==> src/rtl/intr_sequencer_if.sv <==
`default_nettype none
// ============================================================================
// Module   : intr_sequencer_if
// Purpose  : Request/response signal bundle between the interrupt sequencer,
//            the interrupt controller and the pipeline front end.
// Revision : 1.0  initial release
// ============================================================================
interface intr_sequencer_if;
    logic        I_intr;
    logic [1:0]  I_intr_vector;
    logic [31:0] I_pc;
    logic        I_stall;
    logic        I_branch_pending;
    logic        I_reti;
    logic        I_ie_set;
    logic        I_ie_clr;
    logic        O_intr_ack;
    logic        O_redirect;
    logic [31:0] O_redirect_pc;
    logic [31:0] O_epc;
    logic        O_in_isr;
    logic        O_ie;

    // Driver side: controller / pipeline / bench
    modport master (
        output I_intr, I_intr_vector, I_pc, I_stall, I_branch_pending,
               I_reti, I_ie_set, I_ie_clr,
        input  O_intr_ack, O_redirect, O_redirect_pc, O_epc, O_in_isr, O_ie
    );

    // Sequencer side
    modport slave (
        input  I_intr, I_intr_vector, I_pc, I_stall, I_branch_pending,
               I_reti, I_ie_set, I_ie_clr,
        output O_intr_ack, O_redirect, O_redirect_pc, O_epc, O_in_isr, O_ie
    );
endinterface
`default_nettype wire

==> src/rtl/intr_sequencer.sv <==
`default_nettype none
// ============================================================================
// Module   : intr_sequencer
// Purpose  : Takes an interrupt at a safe pipeline point, redirects fetch to
//            the vector handler, and returns to the saved PC on reti.
// Revision : 1.0  initial release
// ============================================================================
module intr_sequencer #(
    parameter logic [31:0] VECTOR_BASE  = 32'h0000_0100,
    parameter int          VECTOR_SHIFT = 4
) (
    input  wire logic      I_clk,
    input  wire logic      I_rst,
    intr_sequencer_if.slave bus
);

    typedef enum logic [1:0] {
        IDLE      = 2'd0,
        WAIT_SAFE = 2'd1,
        ISR       = 2'd2
    } state_t;

    state_t      state_q, state_d;
    logic [1:0]  vector_q, vector_d;
    logic        intr_ack_q, intr_ack_d;
    logic        redirect_q, redirect_d;
    logic [31:0] redirect_pc_q, redirect_pc_d;
    logic [31:0] epc_q, epc_d;
    logic        in_isr_q, in_isr_d;
    logic        ie_q, ie_d;
    logic [31:0] handler_pc;

    // Slot offset wraps modulo 2^32 with the base address.
    assign handler_pc = VECTOR_BASE + (32'(vector_q) << VECTOR_SHIFT);

    always_comb begin
        state_d       = state_q;
        vector_d      = vector_q;
        intr_ack_d    = 1'b0;
        redirect_d    = 1'b0;
        redirect_pc_d = redirect_pc_q;
        epc_d         = epc_q;
        in_isr_d      = in_isr_q;

        unique case (state_q)
            IDLE: begin
                if (bus.I_intr && ie_q) begin
                    if (bus.I_intr_vector == 2'd0) begin
                        intr_ack_d = 1'b1;
                    end else begin
                        vector_d = bus.I_intr_vector;
                        state_d  = WAIT_SAFE;
                    end
                end
            end
            WAIT_SAFE: begin
                if (!bus.I_intr || !ie_q) begin
                    state_d = IDLE;
                end else if (!bus.I_stall && !bus.I_branch_pending) begin
                    intr_ack_d    = 1'b1;
                    redirect_d    = 1'b1;
                    redirect_pc_d = handler_pc;
                    epc_d         = bus.I_pc;
                    in_isr_d      = 1'b1;
                    state_d       = ISR;
                end
            end
            ISR: begin
                // New requests wait until the return redirect has gone out.
                if (bus.I_reti) begin
                    redirect_d    = 1'b1;
                    redirect_pc_d = epc_q;
                    in_isr_d      = 1'b0;
                    state_d       = IDLE;
                end
            end
            default: begin
                state_d = IDLE;
            end
        endcase

        if (bus.I_ie_clr) begin
            ie_d = 1'b0;
        end else if (bus.I_ie_set) begin
            ie_d = 1'b1;
        end else begin
            ie_d = ie_q;
        end
    end

    always_ff @(posedge I_clk) begin
        if (I_rst) begin
            state_q       <= IDLE;
            vector_q      <= 2'd0;
            intr_ack_q    <= 1'b0;
            redirect_q    <= 1'b0;
            redirect_pc_q <= 32'd0;
            epc_q         <= 32'd0;
            in_isr_q      <= 1'b0;
            ie_q          <= 1'b0;
        end else begin
            state_q       <= state_d;
            vector_q      <= vector_d;
            intr_ack_q    <= intr_ack_d;
            redirect_q    <= redirect_d;
            redirect_pc_q <= redirect_pc_d;
            epc_q         <= epc_d;
            in_isr_q      <= in_isr_d;
            ie_q          <= ie_d;
        end
    end

    assign bus.O_intr_ack    = intr_ack_q;
    assign bus.O_redirect    = redirect_q;
    assign bus.O_redirect_pc = redirect_pc_q;
    assign bus.O_epc         = epc_q;
    assign bus.O_in_isr      = in_isr_q;
    assign bus.O_ie          = ie_q;

endmodule
`default_nettype wire

==> src/flat_wrapper.sv <==
// flat-port wrapper written by rule: the top's interface ports become plain ports
module intr_sequencer_flat 
#(
    parameter logic [31:0] VECTOR_BASE  = 32'h0000_0100,
    parameter int          VECTOR_SHIFT = 4
)
  (I_clk, I_rst, bus_I_intr, bus_I_intr_vector, bus_I_pc, bus_I_stall, bus_I_branch_pending, bus_I_reti, bus_I_ie_set, bus_I_ie_clr, bus_O_intr_ack, bus_O_redirect, bus_O_redirect_pc, bus_O_epc, bus_O_in_isr, bus_O_ie);
  intr_sequencer_if bus_i ();
  input  wire logic I_clk;
  input  wire logic I_rst;
  input wire logic [$bits(bus_i.I_intr)-1:0] bus_I_intr;
  input wire logic [$bits(bus_i.I_intr_vector)-1:0] bus_I_intr_vector;
  input wire logic [$bits(bus_i.I_pc)-1:0] bus_I_pc;
  input wire logic [$bits(bus_i.I_stall)-1:0] bus_I_stall;
  input wire logic [$bits(bus_i.I_branch_pending)-1:0] bus_I_branch_pending;
  input wire logic [$bits(bus_i.I_reti)-1:0] bus_I_reti;
  input wire logic [$bits(bus_i.I_ie_set)-1:0] bus_I_ie_set;
  input wire logic [$bits(bus_i.I_ie_clr)-1:0] bus_I_ie_clr;
  output wire logic [$bits(bus_i.O_intr_ack)-1:0] bus_O_intr_ack;
  output wire logic [$bits(bus_i.O_redirect)-1:0] bus_O_redirect;
  output wire logic [$bits(bus_i.O_redirect_pc)-1:0] bus_O_redirect_pc;
  output wire logic [$bits(bus_i.O_epc)-1:0] bus_O_epc;
  output wire logic [$bits(bus_i.O_in_isr)-1:0] bus_O_in_isr;
  output wire logic [$bits(bus_i.O_ie)-1:0] bus_O_ie;
  assign bus_i.I_intr = bus_I_intr;
  assign bus_i.I_intr_vector = bus_I_intr_vector;
  assign bus_i.I_pc = bus_I_pc;
  assign bus_i.I_stall = bus_I_stall;
  assign bus_i.I_branch_pending = bus_I_branch_pending;
  assign bus_i.I_reti = bus_I_reti;
  assign bus_i.I_ie_set = bus_I_ie_set;
  assign bus_i.I_ie_clr = bus_I_ie_clr;
  assign bus_O_intr_ack = bus_i.O_intr_ack;
  assign bus_O_redirect = bus_i.O_redirect;
  assign bus_O_redirect_pc = bus_i.O_redirect_pc;
  assign bus_O_epc = bus_i.O_epc;
  assign bus_O_in_isr = bus_i.O_in_isr;
  assign bus_O_ie = bus_i.O_ie;
  intr_sequencer #(.VECTOR_BASE(VECTOR_BASE), .VECTOR_SHIFT(VECTOR_SHIFT)) u_core (.I_clk(I_clk), .I_rst(I_rst), .bus(bus_i));
endmodule
==> config.mk <==
export PLATFORM = sky130hd
export DESIGN_NAME = intr_sequencer_flat
export DESIGN_NICKNAME = d
export VERILOG_FILES = /design/src/rtl/intr_sequencer_if.sv /design/src/rtl/intr_sequencer.sv /design/src/flat_wrapper.sv
export SDC_FILE = /design/constraint.sdc
export NUM_CORES = 1
export LEC_CHECK = 0
export ABC_AREA = 1
export ABC_CLOCK_PERIOD_IN_PS = 2300
export CAP_MARGIN = 15
export CORE_MARGIN = 2
export CORE_UTILIZATION = 40
export CTS_BUF_LIST = sky130_fd_sc_hd__clkbuf_8
export DETAILED_ROUTE_END_ITERATION = 8
export PLACE_DENSITY = 0.84
export SETUP_SLACK_MARGIN = 0.02
export SLEW_MARGIN = 5
export SYNTH_ARGS = -nofsm -noshare
export SYNTH_HDL_FRONTEND = slang
export SYNTH_SLANG_ARGS = --single-unit
export TNS_END_PERCENT = 30
==> constraint.sdc <==
create_clock -name I_clk -period 2.3 [get_ports I_clk]
set_clock_uncertainty 0.05 [all_clocks]
set_input_delay 0.46 -clock I_clk [delete_from_list [all_inputs] [get_ports I_clk]]
set_output_delay 0.46 -clock I_clk [all_outputs]
set_load 0.02 [all_outputs]
==> impl_metrics.toml <==
[outcome]
status = "finished clean"

[worst_setup_path]
cp_num_buf_inv = 2
reg2reg_to = "u_core.bus.O_redirect_pc[4]"
r2r_slack_ns = 0.37
slowest_stage = "nand3_4"
crit-reg2reg-launch = "u_core.state_q[0]"
crit_fanout = 34
worst-setup-path-type = "register to register"
crit_path_frequent_cell = "nor2_8"
critPathArrivalTime_ns = 2.11
required_ns = 2.49
endpoint_kind = "register"
cp_top_family = "simple AND/OR/NAND/NOR gates"
reg2reg_depth = 8
worstSetupStartpointType = "register"
worstPathCellList = "inv_1, ha_1, inv_4, nor2_8, nor2_8, nand3_4, o21ai_1, nor2_1"
cpPeakStageDelay_ns = 0.35

[finish]
n_antenna_cell = 0
final_layout_size_suffix_gt1_share_pct = 8.108
nets = 559
syn_to_final_growth_pct = 41.42
layout_common_cells = "clkdlybuf4s50_1, nand2_1, nor2_1, dfxtp_1"
final_util_pct = 57.62
final_common_cell = "clkdlybuf4s50_1"

[sta]
rsz0062_at_grt = "false"
slew_viol_final = 0
max_freq_ghz = 0.5185
setup_violations = 0
min_period_over_period_pct = 83.86
fin_setup_tns_ns = 0
hold_viol = 0
fin_ws_ns = 0.3713
fin_crit_ns = 1.929
max-slew-margin-rel_pct = 64.07
timing.hold.ws_ns = 0.4159
tightest_slew_ns = 0.5382

[yosys]
synth_area_per_cell_um2 = 7.486
synthCells = 414
yosysSeqAreaShare_pct = 46.51
syn_nets = 460
yosys_warnings = 0
ys_top_cells_by_area = "dfxtp_1, nand2_1, nor2_1, nand4_1, a21oi_1"
synthesis.area_mm2 = 0.003099
synth_top_cell_by_area = "dfxtp_1"
yosysTopAreaCellShare_pct = 46.51
synth_cell_types = 24
ys_seq_elements = 72

[run]
drv_cap = 0

[clock_tree]
cts_max_level = 3
cts_num_sinks = 72
cts_tree = "yes"
ctsHoldBuffers = 0
cts_buffer_depth = 2
cts_setup_buffers = 0
clock_latency_ns = 0.35
cts_buffers = 9
ctsRootBufferMaster = "clkbuf_8"
clkTransAtPathRegs_ns = 0.08
cts_resized = 0

[route]
detail-route-antenna-nets = 0
drcViolationCount = 0
drt-initial-drc-count = 130
wl_mm = 8.224
wl_per_cell_um = 13.26
num_vias = 2974
first_pass_iters = 4
viasPerCell = 4.797

[worst_hold_path]
min_from = "u_core.bus.O_redirect_pc[18]"
min_path_cells = 2
worstHoldPathType = "register to register"
hold_path_end = "u_core.bus.O_redirect_pc[18]"

[placement]
gp_congestion = 0.8326
io_buffers = 109
dpl.hpwl_mm = 5.943
pre_cts_slack_ns = 0.1504

[die]
rows = 32
io_pins = 110
dieHeight_um = 92.03
die-width_um = 92.03
fp.coreArea_mm2 = 0.007607
die_area_mm2 = 0.008469
start_util_pct = 40.74

[grt]
grtUsageTotal_pct = 19.93
antenna_found_initial = 0
overflow = 0
grt_pass1_vias = 2902
grt_pass1_wl_mm = 13.50
grt_max_degree = 38

[pwr]
power.density_mw_per_mm2 = 592.9
vdd.ir_drop.worst_v = 0.0003379
finalPower_mw = 2.599
leakagePower_nw = 1.751
-- cells in the mapped netlist --
| library cell | number |
|---|---|
| a21oi_1 | 35 |
| nor3_1 | 1 |
| or2_1 | 1 |
| nand2_4 | 1 |
| clkbuf_1 | 8 |
| clkinv_2 | 1 |
| inv_2 | 6 |
| nand4_1 | 29 |
| nor2_8 | 2 |
| nand3_4 | 1 |
| ha_1 | 4 |
| o21ai_1 | 35 |
| inv_4 | 1 |
| inv_1 | 33 |
| buf_4 | 4 |
| nand2_1 | 78 |
| dfxtp_1 | 72 |
| nor2_1 | 74 |
| buf_2 | 11 |
| buf_6 | 4 |
| nor2_4 | 3 |
| nand2_2 | 3 |
| nand3_1 | 5 |
| buf_8 | 2 |
-- worst register-to-register path, stage by stage (launching register included) --
cell and delay (ns):
dfxtp_1 0.34, inv_1 0.09, ha_1 0.30, inv_4 0.14
nor2_8 0.05, nor2_8 0.18, nand3_4 0.36, o21ai_1 0.27
nor2_1 0.06
-- metrics by stage --
step | cell area, um^2 | cells
6_report | 4383 | 620
5_1_grt | 4383 | 620
4_1_cts | 4383 | 620
3_5_place_dp | 4188 | 604
3_3_place_gp | 4188 | 604
2_1_floorplan | 3099 | 414
-- final cells by class --
type / count / area (um^2)
Timing Repair Buffer: 117 / 1151
Fill cell: 725 / 3224
Tap cell: 102 / 127.6
Clock buffer: 9 / 123.9
Inverter: 41 / 157.7
Clock inverter: 7 / 71.32
Multi-Input combinational cell: 272 / 1310
Sequential cell: 72 / 1441
-- logic make-up (layout without fill, tap and decap cells) --
| logic type | Yosys count | after routing | share of synthesized area (%) |
|---|---|---|---|
| flops | 72 | 72 | 46.51 |
| compound gates | 70 | 70 | 11.30 |
| fa+ha+maj | 4 | 4 | 1.615 |
| simple gates | 198 | 198 | 29.35 |
| buf+inv | 70 | 174 | 11.22 |
-- sequential cells by signal, summed over array words and instances (netlist names) --
name                      flops
u_core.bus.O_epc             32
u_core.bus.O_ie               1
u_core.bus.O_in_isr           1
u_core.bus.O_intr_ack         1
u_core.bus.O_redirect         1
u_core.bus.O_redirect_pc     32
u_core.state_q                2
u_core.vector_q               2
-- layer usage --
layer | vias up | GRT usage [%] | share of wire [%]
met5 | - | 0 | 0
met4 | 0 | 5.970 | 0.73
met3 | 6 | 5.094 | 6.0
met2 | 85 | 34.25 | 50
met1 | 1357 | 24.59 | 43
li1 | 1526 | - | -
-- worst max path at each step --
stage                                             end  slack, ns              start  cells after the start
after global routing              u_core.bus.O_epc[2]       0.21  u_core.state_q[1]                      8
after floorplan           u_core.bus.O_redirect_pc[0]       0.80  u_core.state_q[0]                     10
after CTS                 u_core.bus.O_redirect_pc[4]       0.37  u_core.state_q[0]                      8
final                     u_core.bus.O_redirect_pc[4]       0.37  u_core.state_q[0]                      8
after global placement    u_core.bus.O_redirect_pc[4]       0.21         bus_I_reti                      6
after detailed placement  u_core.bus.O_redirect_pc[4]       0.15         bus_I_intr                      6
-- where the power goes --
group          switching [mW]  internal (mW)
Combinational           0.198          0.137
Clock                   0.492          0.500
Sequential             0.0114           1.26
Total                   0.702           1.90
(Power assumes the default switching activity.)
